`src/rtl/exec_core.sv`:
```
// exec_core: sequential execute stage owning A, B, IP, CF, ZF and the OUT port.
//   Accepts one decoded instruction per instr_valid/instr_ready handshake.
//   Ports: clk, rst_n (async, active-low); instr_valid/instr_ready, opcode, imm, sw (instruction side);
//   ip (fetch address); a, b, cf, zf (architectural state); out_data/out_valid/out_ready (output port).
//   Optional macro EXEC_SHIFT_EN builds the multi-cycle SHL_A/SHR_A and the SHIFT state;
//   without it 0x13/0x14 behave as single-cycle NOPs.
module exec_core #(
  parameter int DATA_W = 8,
  parameter int IN_W   = 4,
  parameter int IP_W   = 8
) (
  input  logic              clk,
  input  logic              rst_n,
  input  logic              instr_valid,
  output logic              instr_ready,
  input  logic [4:0]        opcode,
  input  logic [DATA_W-1:0] imm,
  input  logic [IN_W-1:0]   sw,
  output logic [IP_W-1:0]   ip,
  output logic [DATA_W-1:0] a,
  output logic [DATA_W-1:0] b,
  output logic              cf,
  output logic              zf,
  output logic [DATA_W-1:0] out_data,
  output logic              out_valid,
  input  logic              out_ready
);
`ifdef EXEC_SHIFT_EN
  localparam int SW = $clog2(DATA_W);
  typedef enum logic [1:0] {IDLE, SHIFT, OUT_WAIT} state_t;
`else
  typedef enum logic {IDLE, OUT_WAIT} state_t;
`endif
  state_t state, state_n;
  logic accept, is_out;
  logic [IP_W-1:0] jt, ip_n;
  logic [DATA_W-1:0] a_n, b_n;
  logic cf_n, zf_n;
  assign accept = instr_valid & instr_ready;
  assign is_out = opcode == 5'h09 || opcode == 5'h0B;
  assign jt = IP_W'(imm);
`ifdef EXEC_SHIFT_EN
  logic [SW-1:0] cnt, sh_n;
  logic dir, start_shift, sh_out;
  logic [DATA_W-1:0] a_sh;
  assign sh_n = imm[SW-1:0];
  assign start_shift = (opcode == 5'h13 || opcode == 5'h14) && sh_n != '0;
  // dir=1 shifts right; sh_out is the bit leaving a on this shift cycle
  assign a_sh = dir ? a >> 1 : a << 1;
  assign sh_out = dir ? a[0] : a[DATA_W-1];
`endif
  // Result of the instruction at the accept edge; flags clear unless the op sets them
  always_comb begin
    a_n = a;
    b_n = b;
    ip_n = ip + IP_W'(1);
    cf_n = 1'b0;
    zf_n = 1'b0;
    case (opcode)
      5'h00: begin {cf_n, a_n} = {1'b0, a} + {1'b0, imm}; zf_n = a_n == '0; end
      5'h01: a_n = b;
      5'h02: a_n = {a[DATA_W-1:IN_W], sw};
      5'h03: a_n = imm;
      5'h04: b_n = a;
      5'h05: begin {cf_n, b_n} = {1'b0, b} + {1'b0, imm}; zf_n = b_n == '0; end
      5'h06: b_n = {b[DATA_W-1:IN_W], sw};
      5'h07: b_n = imm;
      5'h0E: if (!cf) ip_n = jt;
      5'h0F: ip_n = jt;
      // borrow appears as the extra top bit of the widened difference
      5'h10: begin {cf_n, a_n} = {1'b0, a} - {1'b0, imm}; zf_n = a_n == '0; end
      5'h11: begin {cf_n, b_n} = {1'b0, b} - {1'b0, imm}; zf_n = b_n == '0; end
      5'h12: begin {cf_n, a_n} = {1'b0, a} + {1'b0, b}; zf_n = a_n == '0; end
      5'h15: if (zf) ip_n = jt;
`ifdef EXEC_SHIFT_EN
      // a zero-length shift completes here; longer shifts write flags on their last cycle
      5'h13, 5'h14: zf_n = !start_shift && a == '0;
`endif
      default: ;
    endcase
  end
  always_ff @(posedge clk or negedge rst_n)
    if (!rst_n) state <= IDLE;
    else state <= state_n;
  always_comb begin
    state_n = state;
    case (state)
`ifdef EXEC_SHIFT_EN
      IDLE:     state_n = !accept ? IDLE : is_out ? OUT_WAIT : start_shift ? SHIFT : IDLE;
      SHIFT:    state_n = cnt == SW'(1) ? IDLE : SHIFT;
`else
      IDLE:     state_n = accept && is_out ? OUT_WAIT : IDLE;
`endif
      OUT_WAIT: state_n = out_ready ? IDLE : OUT_WAIT;
      default:  state_n = IDLE;
    endcase
  end
  always_comb instr_ready = state == IDLE;
  always_ff @(posedge clk or negedge rst_n)
    if (!rst_n) begin
      a <= '0;
      b <= '0;
      ip <= '0;
      cf <= 1'b0;
      zf <= 1'b0;
      out_data <= '0;
      out_valid <= 1'b0;
`ifdef EXEC_SHIFT_EN
      cnt <= '0;
      dir <= 1'b0;
`endif
    end else if (accept) begin
      a <= a_n;
      b <= b_n;
      ip <= ip_n;
      cf <= cf_n;
      zf <= zf_n;
      if (is_out) begin
        out_data <= opcode[1] ? imm : b;
        out_valid <= 1'b1;
      end
`ifdef EXEC_SHIFT_EN
      cnt <= sh_n;
      dir <= opcode[2];
`endif
    end
`ifdef EXEC_SHIFT_EN
    else if (state == SHIFT) begin
      a <= a_sh;
      cnt <= cnt - SW'(1);
      if (cnt == SW'(1)) begin
        cf <= sh_out;
        zf <= a_sh == '0;
      end
    end
`endif
    else if (out_valid && out_ready) out_valid <= 1'b0;
endmodule

```
`config.mk`:
```
export PLATFORM = sky130hd
export DESIGN_NAME = exec_core
export DESIGN_NICKNAME = d
export VERILOG_FILES = /design/src/rtl/exec_core.sv
export SDC_FILE = /design/constraint.sdc
export NUM_CORES = 1
export LEC_CHECK = 0
export BUFFER_PORTS_ARGS = -buffer_cell sky130_fd_sc_hd__buf_2
export CAP_MARGIN = 5
export CORE_UTILIZATION = 60
export DETAILED_ROUTE_END_ITERATION = 8
export PLACE_DENSITY = 0.83
export SETUP_SLACK_MARGIN = 0.3
export SLEW_MARGIN = 20
export SYNTH_ARGS = -nofsm -noshare
export SYNTH_HDL_FRONTEND = slang
export SYNTH_SLANG_ARGS = --single-unit
```
`constraint.sdc`:
```
create_clock -name clk -period 3.5 [get_ports clk]
set_input_delay 0.525 -clock clk [delete_from_list [all_inputs] [get_ports clk]]
set_output_delay 0.525 -clock clk [all_outputs]
set_load 0.005 [all_outputs]
```
Yosys cells after proc, flatten, opt, wreduce, memory -nomap -nowiden
Cells that the tools add are included.
{"block": "op_classes", "add_sub_neg": 6, "reduce_logical": 20, "n_mux": 14, "bitwise_logic": 4, "eq_ne": 16}
{"cell": "$pmux W8 S6", "n": 1}
{"cell": "$logic_not A8 Y1", "n": 5}
{"cell": "$pmux W8 S5", "n": 1}
{"cell": "$add A8 B8 Y9", "n": 3}
{"cell": "$mux W8", "n": 3}
{"cell": "$pmux W8 S3", "n": 1}
{"cell": "$eq A5 B3 Y1 const B", "n": 4}
{"cell": "$eq A5 B4 Y1 const B", "n": 4}
{"cell": "$eq A5 B5 Y1 const B", "n": 4}
{"cell": "$sub A8 B8 Y9", "n": 2}
{"cell": "$eq A5 B2 Y1 const B", "n": 2}
{"cell": "$pmux W1 S5", "n": 2}
{"cell": "$reduce_bool A5 Y1", "n": 2}
{"cell": "$add A8 B1 Y8 const B", "n": 1}
{"cell": "$reduce_and A2 Y1", "n": 4}
{"cell": "$reduce_and A3 Y1", "n": 2}
{"cell": "$reduce_bool A6 Y1", "n": 1}
{"cell": "$eq A5 B1 Y1 const B", "n": 1}
{"cell": "$logic_not A5 Y1", "n": 1}
{"cell": "$mux W1", "n": 5}
{"cell": "$reduce_bool A4 Y1", "n": 1}
{"cell": "$not A1 Y1", "n": 3}
{"cell": "$logic_and A1 B1 Y1", "n": 2}
{"cell": "$ne A2 B1 Y1 const B", "n": 1}
{"cell": "other kinds (4)", "n": 4}
{"block": "totals", "regBits": 36, "wordCells": 70, "in_bits": 21, "out_inout_bits": 36}

Depth between registers and ports, before layout
Gate-level depths: netlist of the first run.
{"block": "depth", "word_depth": 5, "depth_mapped": 11, "ltp_nobuf": 11}

Worst setup path after synthesis of the first run
No wires, ideal clock.
{"block": "synth_path", "path_type": "input to register", "startpoint": "in imm[2]", "endpoint": "reg zf", "path_slack_ns": 1.032, "setup_ns": 0.069, "required_ns": 3.431, "path_buffers": 1, "stages": 9, "arrival_time_ns": 2.399, "path_cell_list": "inv_1 ha_1 clkbuf_1 a21oi_1 o31a_1 o41ai_1 xnor2_1 or4bb_1 nand3_1"}
{"block": "synth_via", "elab_chain_cells": 3, "word_cells_on_any_way": 9, "classes_between": "4 x add/sub; 1 x mux; 4 x reduce/logical"}
{"item": "start: declaration", "line_no": "17", "source": "input logic [DATA_W-1:0] imm,"}
{"item": "$sub A8 B8 Y9 (tied with other cells)", "line_no": "72", "source": "5'h11: begin {cf_n, b_n} = {1'b0, b} - {1'b0, imm}; zf_n = b_n == '0; end"}
{"item": "$logic_not A8 Y1, on equally long branches"}
{"item": "$pmux W1 S5 *", "line_no": "59", "source": "case (opcode)"}
{"item": "end signal: assignment", "line_no": "117", "source": "zf <= zf_n;"}
{"item": "end: declaration", "line_no": "23", "source": "output logic zf,"}
Every way passes the cells marked *; elsewhere a longest branch is shown, timed or not.
A chain may end at the register's enable or synchronous reset.

Final worst setup path of the first run
{"block": "layout_path", "startpoint": "reg b[1]", "endpoint": "reg zf"}
{"block": "layout_via", "elab_chain_cells": 3, "word_cells_on_any_way": 7, "classes_between": "3 x add/sub; 1 x mux; 3 x reduce/logical"}
{"item": "start: declaration", "line_no": "21", "source": "output logic [DATA_W-1:0] b,"}
{"item": "start signal: assignment", "line_no": "114", "source": "b <= b_n;"}
{"item": "$add A8 B8 Y9 (tied with other cells)", "line_no": "73", "source": "5'h12: begin {cf_n, a_n} = {1'b0, a} + {1'b0, b}; zf_n = a_n == '0; end"}
{"item": "$logic_not A8 Y1, on equally long branches", "line_no": "73, 65, 72"}
{"item": "$pmux W1 S5 *", "line_no": "59"}
Marks and branches as above.

==> summary.txt, run 1 <==
Synthesis
  – Dominant cell type by area after synthesis: dfrtp_1
  – Yosys top cell area share: 0.216
  – Synthesized Nets: 595
  – Flops & latches, synth: 36
  – Distinct cells, synth: 74
  – Top area cells in the synthesized netlist: dfrtp_1 (22%), ha_1 (13%), o21ai_0 (5.5%), a21oi_1 (4.4%), nor2_1 (4.0%)
  – Area of the mapped netlist: 4170 sq um
  – XOR/XNOR Fraction of Synth Area: 0.0484
  – Gate Count Post-Synth: 526
  – Multiplexer area fraction after synthesis: 0.0315
  – Main combinational cell family by area after synthesis: compound AO/OA/AOI/OAI gates
  – EDFF count, synth: 0
  – Most frequent cell after synthesis: o21ai_0
  – Compound-Gate Fraction of Synth Area: 0.278
  – Asr flop ratio synth: 1.00
  – Warnings, synthesis: 0
  – Post-synthesis sequential area ratio: 0.216
  – Synth Area in Adders: 0.156
  – Top_reg_cell synth: dfrtp_1
  – Mapped Avg Cell Area: 7.92 sq um
  – List of most frequent post-synthesis cells: o21ai_0 (46), nor2_1 (44), ha_1 (43)
  – Post-Synth Simple-Gate Area: 0.213

Clock network
  – Clock tree buffer depth: 2
  – Clk sink count: 36
  – TritonCTS clock tree: yes
  – CTS buffer count: 5
  – CTS clk-pin slew, worst paths: 0.09 ns
  – H-tree depth: 2
  – Post-CTS Setup Bufs: 0
  – Clock Tree Root: clkbuf_8
  – Post-CTS Resized: 0
  – Clock Latency Late Sink: 0.31 ns
  – Hold Buf Count CTS: 0

Route
  – Post-route DRC: 2
  – ANT nets after route: 0
  – Via count: 4440
  – Routed wire per std cell: 20.8 um
  – First-pass detailed-route iteration total: 8
  – Final WL: 13.5 mm
  – DRT iter0 DRCs: 483
  – Vias per std cell: 6.83

Critical path
  – Critical-path maximum fanout: 10
  – Worst r2r path cells: 8
  – Crit-path max cell delay: 0.64 ns
  – WS Path Type: reg2reg
  – Worst path top cell family by delay: compound AO/OA/AOI/OAI gates
  – CP Launch Point: b[1]$_DFFE_PN0P_
  – Slowest CP cell: dfrtp_1
  – CP Data Arrival Time: 3.00 ns
  – Reg2reg end: zf$_DFFE_PN0P_
  – Worst Path Buf+Inv: 0
  – Crit-path cells: ha_1, a211oi_1, o21bai_1, a21oi_1, xnor2_1, or4_1, a41o_1, nand3_1
  – Endpoint type of the worst setup path: flip-flop
  – Worst endpoint required time: 3.74 ns
  – Worst r2r src: b[1]$_DFFE_PN0P_
  – Reg2reg setup slack: 0.74 ns
  – Startpoint types: flip-flop

STA
  – Final slew viol count: 0
  – Final min period: 2.76 ns
  – Tcrit/Tclk final: 0.788
  – Fin. Hold Viols: 0
  – Skew final: 0.0147 ns
  – Slew at the pin closest to its max-slew limit: 0.866 ns
  – RSZ-0062 raised after global routing: false
  – Setup violations, final: 0
  – FMAX: 363 MHz
  – Max_slew headroom: 0.422
  – Setup tns final: 0 ns

Placement
  – Final Wtd Congestion: 1.00
  – Placed inst area: 4470 sq um
  – DP HPWL: 10.1 mm
  – Dpl cells: 642
  – IO Port Bufs: 56

GRT
  – Initial antenna violation count: 0
  – Final global-route overflow total: 0
  – Vias in the first global route: 4149
  – First-pass GRT wire length: 21.3 mm
  – Largest net degree at the start of global routing: 37
  – GR Util All Layers: 0.380

Floorplanning
  – Die height: 85.3 um
  – Die width: 85.3 um
  – Initial Util: 0.616
  – Die ar.: 7280 sq um
  – Num rows: 30
  – I/O Pins: 57
  – Core footprint: 6760 sq um

Outcome
  – Failing checks: DRC
  – Status: finished with violations

Finish
  – Fillers: 577
  – Register area: 901 sq um
  – Design Area, Final: 4580 sq um
  – Synth-to-layout area growth: 9.88%
  – Footprint of the multi-input gates: 3030 sq um
  – Layout cells sized above 1: 0.149
  – Final cell count without fillers: 650
  – Antenna diodes: 0
  – Nets: 638

Pwr
  – Total Power: 3.58 mW
  – P per Cell Area: 783 nW/um^2
  – Worst IR drop on VDD: 396 uV
  – Leakage: 2.04 nW

Min path
  – Hold Crit Class: in2async

Job
  – Maxcap violations: 0
==> flip-flops by register name, summed over array words and instances, names as in the netlist <==
register	cells
b	8
out_data	8
state	1
a	8
ip	8
cf	1
zf	1
out_valid	1
==> report_power, final <==
group          switching, mW  internal (mW)
registers              0.267          0.562
logic                   1.34           1.03
clock network          0.176          0.212
==> per-stage QoR <==
stage                util  hold WS [ns]  worst slack, ns
floorplan               -         0.229             1.03
global placement    0.661         0.454            0.597
detailed placement  0.661         0.457            0.565
CTS                 0.677         0.352            0.797
global route        0.677         0.386            0.625
finish              0.677         0.323            0.743
==> cells in the final DEF, fill, tap and decap left out, types with 8 or more instances in the layout <==
master	n
a21oi_1	37
nor2b_1	9
mux2i_1	12
nor3_1	13
o21ai_0	46
ha_1	43
nor2_1	44
a211oi_1	8
nand2_1	42
buf_2	56
dfrtp_1	36
inv_1	35
xnor2_1	16
nand2b_1	10
==> cells by family after synthesis <==
kind of cell / Yosys count
DFF: 36
and+or+nand+nor: 170
AOI/OAI and AO/OA: 176
muxes: 13
xor gates and xnor gates: 23
adders and majority gates: 49
buffers and inverters: 59
==> layout make-up <==
type	instances	share of cell area
clock buffers	6	0.0159
clock inverters	2	0.00765
inverters	35	0.0287
multi-input cells	431	0.661
flip-flops and latches	36	0.197
well taps	80	0.0219
repair buffers	60	0.0678
==> worst max-delay path by stage <==
stage	end	slack, ns	cells after the start
floorplan	zf$_DFFE_PN0P_	1.03	9
global placement	zf$_DFFE_PN0P_	0.60	10
detailed placement	zf$_DFFE_PN0P_	0.57	10
CTS	zf$_DFFE_PN0P_	0.80	8
global route	cf$_DFFE_PN0P_	0.62	11
finish	zf$_DFFE_PN0P_	0.74	8
==> routing by layer <==
metal,GRT usage,up-vias,share of wire
li1,-,2010,-
met1,0.518,2093,0.41
met2,0.597,271,0.45
met3,0.0691,66,0.092
met4,0.155,0,0.042
met5,0,-,0
(Power assumes the default switching activity.)
==> run 2: changes to the inputs <==
--- a/config.mk
+++ b/config.mk
@@ -7,9 +7,9 @@
 export LEC_CHECK = 0
 export BUFFER_PORTS_ARGS = -buffer_cell sky130_fd_sc_hd__buf_2
 export CAP_MARGIN = 5
-export CORE_UTILIZATION = 60
+export CORE_UTILIZATION = 54
 export DETAILED_ROUTE_END_ITERATION = 8
-export PLACE_DENSITY = 0.83
+export PLACE_DENSITY = 0.79
 export SETUP_SLACK_MARGIN = 0.3
 export SLEW_MARGIN = 20
 export SYNTH_ARGS = -nofsm -noshare
==> constraint.sdc (replaced) <==
create_clock -name clk -period 2.4 [get_ports clk]
set_input_delay 0.36 -clock clk [delete_from_list [all_inputs] [get_ports clk]]
set_output_delay 0.36 -clock clk [all_outputs]
set_load 0.005 [all_outputs]
==> run 2 against run 1 <==
Net effect: the run ends with setup timing left; cell count is 15% higher; combinational power increased by 120%; sequential power rose by 39%; first-iteration DRC count grew 8.3%; clock power grew 27%; fmax grew 13%; largest cell class unchanged.
==> summary.txt, run 2 (same netlist as run 1, synthesis figures left out) <==
Floorplanning
  – Die width: 89.8 um
  – Die ar.: 8070 sq um
  – Core footprint: 7370 sq um
  – Initial Util: 0.565
  – Num rows: 31
  – Die height: 89.8 um
  – I/O Pins: 57

Min path
  – Hold Crit Class: in2async

STA
  – FMAX: 410 MHz
  – Tcrit/Tclk final: 1.02
  – Final slew viol count: 0
  – Max_slew headroom: 0.402
  – Final min period: 2.44 ns
  – Fin. Hold Viols: 0
  – RSZ-0062 raised after global routing: true
  – Final worst slack: -0.0388 ns
  – Setup violations, final: 1
  – Skew final: 0.0138 ns
  – Slew at the pin closest to its max-slew limit: 0.897 ns

Critical path
  – Startpoint types: flip-flop
  – Reg2reg setup slack: -0.04 ns
  – Endpoint type of the worst setup path: flip-flop
  – Critical-path maximum fanout: 5
  – Worst endpoint required time: 2.65 ns
  – WS Path Type: reg2reg
  – CP Data Arrival Time: 2.69 ns

Clock network
  – CTS clk-pin slew, worst paths: 0.09 ns
  – H-tree depth: 2
  – Hold Buf Count CTS: 0
  – Clk sink count: 36
  – CTS buffer count: 5
  – Clock Latency Late Sink: 0.31 ns
  – TritonCTS clock tree: yes
  – Clock tree buffer depth: 2
  – Clock Tree Root: clkbuf_8

Finish
  – Fillers: 560
  – Final core utilization: 0.777
  – Synth-to-layout area growth: 37.5%
  – Footprint of the multi-input gates: 3530 sq um
  – Commonest non-fill, non-tap cell in the layout: buf_4
  – Nets: 716
  – Most frequent cells in the layout: buf_4 (76), buf_2 (57), nor2_1 (42), nand2_1 (42), o21ai_0 (36)
  – Design Area, Final: 5730 sq um
  – Register area: 911 sq um
  – Layout cells sized above 1: 0.384
  – Antenna diodes: 0

Pwr
  – P per Cell Area: 1190 nW/um^2
  – Leakage: 2.52 nW
  – Worst IR drop on VDD: 720 uV

GRT
  – GR Util All Layers: 0.383
  – Vias in the first global route: 4597
  – Grt met1 use: 0.501
  – M3 GR Usage: 0.0558
  – First-pass GRT wire length: 24.5 mm
  – Final global-route overflow total: 0
  – Largest net degree at the start of global routing: 37
  – Met2 usage: 0.620
  – Initial antenna violation count: 0
  – GR peak layer: met2

Outcome
  – Status: finished with violations
  – Failing checks: setup timing

Placement
  – DP HPWL: 11.2 mm
  – Final Wtd Congestion: 0.971
  – Placed inst area: 5100 sq um
  – IO Port Bufs: 56

Route
  – Post-route DRC: 0
  – DRT iter0 DRCs: 523
  – Routed wire per std cell: 20.7 um
  – First-pass detailed-route iteration total: 5
  – Via count: 4782
  – Vias per std cell: 6.40
  – Final WL: 15.4 mm
  – ANT nets after route: 0

Job
  – Maxcap violations: 0
-- run 2: changes by cell type in the layout (fill, tap and decap cells not counted), moves of 8 or more --
| cell | previous run | this run |
|---|---|---|
| o21ai_0 | 46 | 36 |
| dfrtp_2 | 0 | 8 |
| a21oi_1 | 37 | 29 |
| buf_4 | 4 | 76 |
| dfrtp_1 | 36 | 28 |
| ha_4 | 0 | 9 |
| ha_1 | 43 | 28 |
-- run 2: final timing paths --
| kind | start | endpoint | cells past startpoint |
|---|---|---|---|
| max | a[0]$_DFFE_PN0P_ | zf$_DFFE_PN0P_ | 9 |
| min | rst_n | b[4]$_DFFE_PN0P_ | 1 |
| max reg2reg | a[0]$_DFFE_PN0P_ | zf$_DFFE_PN0P_ | 9 |
| min reg2reg | out_valid$_DFFE_PN0P_ | out_valid$_DFFE_PN0P_ | 2 |
| max in group asynchronous | rst_n | a[4]$_DFFE_PN0P_ | 1 |
| min in group clk | out_ready | state$_DFF_PN0_ | 2 |
-- run 2: final cells by class --
type / count / area share
Inverter: 35 / 0.0229
Multi-Input combinational cell: 431 / 0.616
Tap cell: 99 / 0.0216
Clock inverter: 1 / 0.00131
Timing Repair Buffer: 138 / 0.164
Sequential cell: 36 / 0.159
Clock buffer: 7 / 0.0151
-- run 2: timing repair --
item / CTS / global route
pin swaps: 43 / 15
endpoints found under the hold margin: 0 / 0
endpoints found under the setup margin: 10 / 12
buffers inserted: 18 / 2
resized for setup: 51 / 36
gates cloned: 0 / 0
-- run 2: stage by stage --
stage	hold WS, ns	setup TNS [ns]	cells	worst slack [ns]	power (mW)
5_1_grt	0.238	-0.205	747	-0.0712	7.24
6_report	0.175	-0.0388	747	-0.0388	6.82
2_1_floorplan	0.0644	0	526	0.205	3.85
3_3_place_gp	0.454	-0.117	719	-0.0771	5.08
3_5_place_dp	0.467	-0.283	719	-0.112	5.15
4_1_cts	0.190	0	745	0.0355	6.36
-- run 2: routing by layer --
layer / vias to the layer above / wire, um
li1: 2173 / -
met1: 2271 / 6400
met2: 279 / 7090
met3: 59 / 1240
met4: 0 / 711
met5: - / 0
-- run 2: critical path, cell delays in order (launching register included) --
cell and delay, ns:
dfrtp_2 0.46, ha_2 0.25, fa_2 0.24, nand3_2 0.10, a21boi_2 0.22, o31a_1 0.19
nor2_1 0.07, or4_4 0.54, a41o_1 0.24, nand3_1 0.07
-- run 2: power by group --
group	total (mW)	internal [mW]	switching [mW]
registers	1.15	0.833	0.317
clock network	0.493	0.234	0.259
logic	5.17	2.51	2.67
==> run 3: changes to the inputs <==
--- a/config.mk
+++ b/config.mk
@@ -7,9 +7,9 @@
 export LEC_CHECK = 0
 export BUFFER_PORTS_ARGS = -buffer_cell sky130_fd_sc_hd__buf_2
 export CAP_MARGIN = 5
-export CORE_UTILIZATION = 54
+export CORE_UTILIZATION = 50
 export DETAILED_ROUTE_END_ITERATION = 8
-export PLACE_DENSITY = 0.79
+export PLACE_DENSITY = 0.74
 export SETUP_SLACK_MARGIN = 0.3
 export SLEW_MARGIN = 20
 export SYNTH_ARGS = -nofsm -noshare
==> run 3 against run 2 <==
Net effect: the run still ends with setup timing left; worst setup slack worse by 0.10 ns; cell area is 3.3% lower; via count is 1.3% lower; sequential power hardly changed; worst hold slack worse by 0.0019 ns; first-iteration DRC count is 7.6% higher; register-to-register slack worse by 0.10 ns; critical path type unchanged; critical endpoint unchanged.
==> summary.txt, run 3 (same netlist as run 1, synthesis figures left out) <==
Critical path
  – Critical-path maximum fanout: 5
  – CP Launch Point: b[3]$_DFFE_PN0P_
  – Worst r2r path cells: 8
  – Startpoint types: flip-flop
  – Crit-path cells: ha_1, a21oi_1, nand2_2, xnor2_2, nand4b_1, or4_1, a41o_1, nand3_1
  – Slowest CP cell: or4_1
  – CP Data Arrival Time: 2.79 ns
  – Crit-path max cell delay: 0.50 ns
  – Worst r2r src: b[3]$_DFFE_PN0P_
  – Reg2reg setup slack: -0.14 ns
  – Crit path capture: zf$_DFFE_PN0P_
  – Reg2reg end: zf$_DFFE_PN0P_
  – WS Path Type: reg2reg
  – Endpoint type of the worst setup path: flip-flop
  – Worst endpoint required time: 2.64 ns

Pwr
  – Clock Power Share: 0.078
  – Sw power: 3.01 mW
  – Seq pwr share: 0.181
  – P per Cell Area: 1140 nW/um^2
  – Worst IR drop on VDD: 646 uV
  – Switching part of the total: 0.476
  – Internal power: 3.32 mW
  – Combinational Power Share: 0.741
  – Leakage: 2.45 nW

Placement
  – Final Wtd Congestion: 0.983
  – Placed inst area: 5110 sq um
  – IO Port Bufs: 56
  – DP HPWL: 11.4 mm

Clock network
  – Clock Tree Root: clkbuf_8
  – TritonCTS clock tree: yes
  – Clk sink count: 36
  – Clock Latency Late Sink: 0.30 ns
  – CTS clk-pin slew, worst paths: 0.09 ns
  – CTS buffer count: 5
  – H-tree depth: 2
  – Clock tree buffer depth: 2

STA
  – Final slew viol count: 0
  – RSZ-0062 raised after global routing: true
  – Fin. Hold Viols: 0
  – Tcrit/Tclk final: 1.06
  – Final min period: 2.54 ns
  – Worst hold margin: 0.174 ns
  – Setup tns final: -0.143 ns
  – Skew final: 0.0130 ns
  – Slew at the pin closest to its max-slew limit: 0.900 ns
  – Final worst slack: -0.143 ns
  – FMAX: 393 MHz
  – Setup violations, final: 1
  – Max_slew headroom: 0.400

Floorplanning
  – Die height: 93.3 um
  – Die ar.: 8700 sq um
  – I/O Pins: 57
  – Core footprint: 7890 sq um
  – Initial Util: 0.528
  – Num rows: 32
  – Die width: 93.3 um

Min path
  – Hold Crit Class: in2async

Route
  – Routed wire per std cell: 20.5 um
  – Final WL: 15.3 mm
  – Post-route DRC: 0
  – Via count: 4722
  – ANT nets after route: 0
  – DRT iter0 DRCs: 563
  – First-pass detailed-route iteration total: 8
  – Vias per std cell: 6.30

Finish
  – Design Area, Final: 5540 sq um
  – Antenna diodes: 0
  – Most frequent cells in the layout: buf_4 (79), buf_2 (56), nor2_1 (44), nand2_1 (41), o21ai_0 (38)
  – Synth-to-layout area growth: 33.0%
  – Layout cells sized above 1: 0.337
  – Commonest non-fill, non-tap cell in the layout: buf_4
  – Nets: 715

GRT
  – First-pass GRT wire length: 23.3 mm
  – Initial antenna violation count: 0
  – Final global-route overflow total: 0
  – Largest net degree at the start of global routing: 37
  – GR Util All Layers: 0.352
  – Vias in the first global route: 4509

Job
  – Maxcap violations: 0

Outcome
  – Status: finished with violations
  – Failing checks: setup timing
run 3: cell types whose count changed in the layout (fill, tap and decap cells not counted), sizes merged:
cell and change:
buf -1
run 3: worst min path at each step:
stage / depth (start not counted) / endpoint / from / slack [ns]
5_1_grt: 2 / state$_DFF_PN0_ / out_ready / 0.25
2_1_floorplan: 0 / a[0]$_DFFE_PN0P_ / rst_n / 0.06
4_1_cts: 1 / b[0]$_DFFE_PN0P_ / rst_n / 0.20
6_report: 1 / b[0]$_DFFE_PN0P_ / rst_n / 0.17
3_5_place_dp: 2 / out_data[4]$_DFFE_PN0P_ / out_data[4]$_DFFE_PN0P_ / 0.47
3_3_place_gp: 2 / out_valid$_DFFE_PN0P_ / out_valid$_DFFE_PN0P_ / 0.45
run 3: stage by stage:
step	power (mW)	util	setup slack (ns)	cells
after CTS	5.98	0.687	-0.00464	746
after global routing	6.79	0.702	-0.213	749
final	6.33	0.702	-0.143	749
after detailed placement	5.14	0.648	-0.149	725
after global placement	5.05	0.648	-0.145	725
after floorplan	3.85	-	0.205	526
run 3: layer usage:
layer,global-route usage,part of all wire
met1,0.454,0.41
met2,0.588,0.47
met3,0.0504,0.075
met4,0.147,0.045
met5,0,0
run 3: worst max-delay path: cells and delay by family, from the launching register on:
family                     cells  cell delay [ns]
and+or+nand+nor                4             0.85
xor gates and xnor gates       1             0.17
AOI/OAI and AO/OA              2             0.59
DFF                            1             0.47
adders and majority gates      1             0.40
run 3: area by class of cell:
cell class | count | area (sq um)
multi-input cells | 431 | 3380
fillers | 631 | 2350
flip-flops and latches | 36 | 910
repair buffers | 137 | 896
inverters | 35 | 131
well taps | 102 | 128
clock buffers | 7 | 86.3
clock inverters | 1 | 7.51
run 3: timing repair:
action	CTS	global route
pin swaps	16	11
endpoints found under the hold margin	0	0
hold buffers	0	0
endpoints found under the setup margin	10	13
gates resized for setup	25	26
setup buffers	13	3
run 3: power by group through the flow:
| stage | Clock, mW | Sequential, mW | Combinational (mW) |
|---|---|---|---|
| final | 0.495 | 1.14 | 4.69 |
| after global routing | 0.513 | 1.17 | 5.11 |
| after detailed placement | 0 | 1.16 | 3.98 |
| after CTS | 0.488 | 1.12 | 4.37 |
| after global placement | 0 | 1.15 | 3.90 |
| after floorplan | 0 | 1.14 | 2.72 |
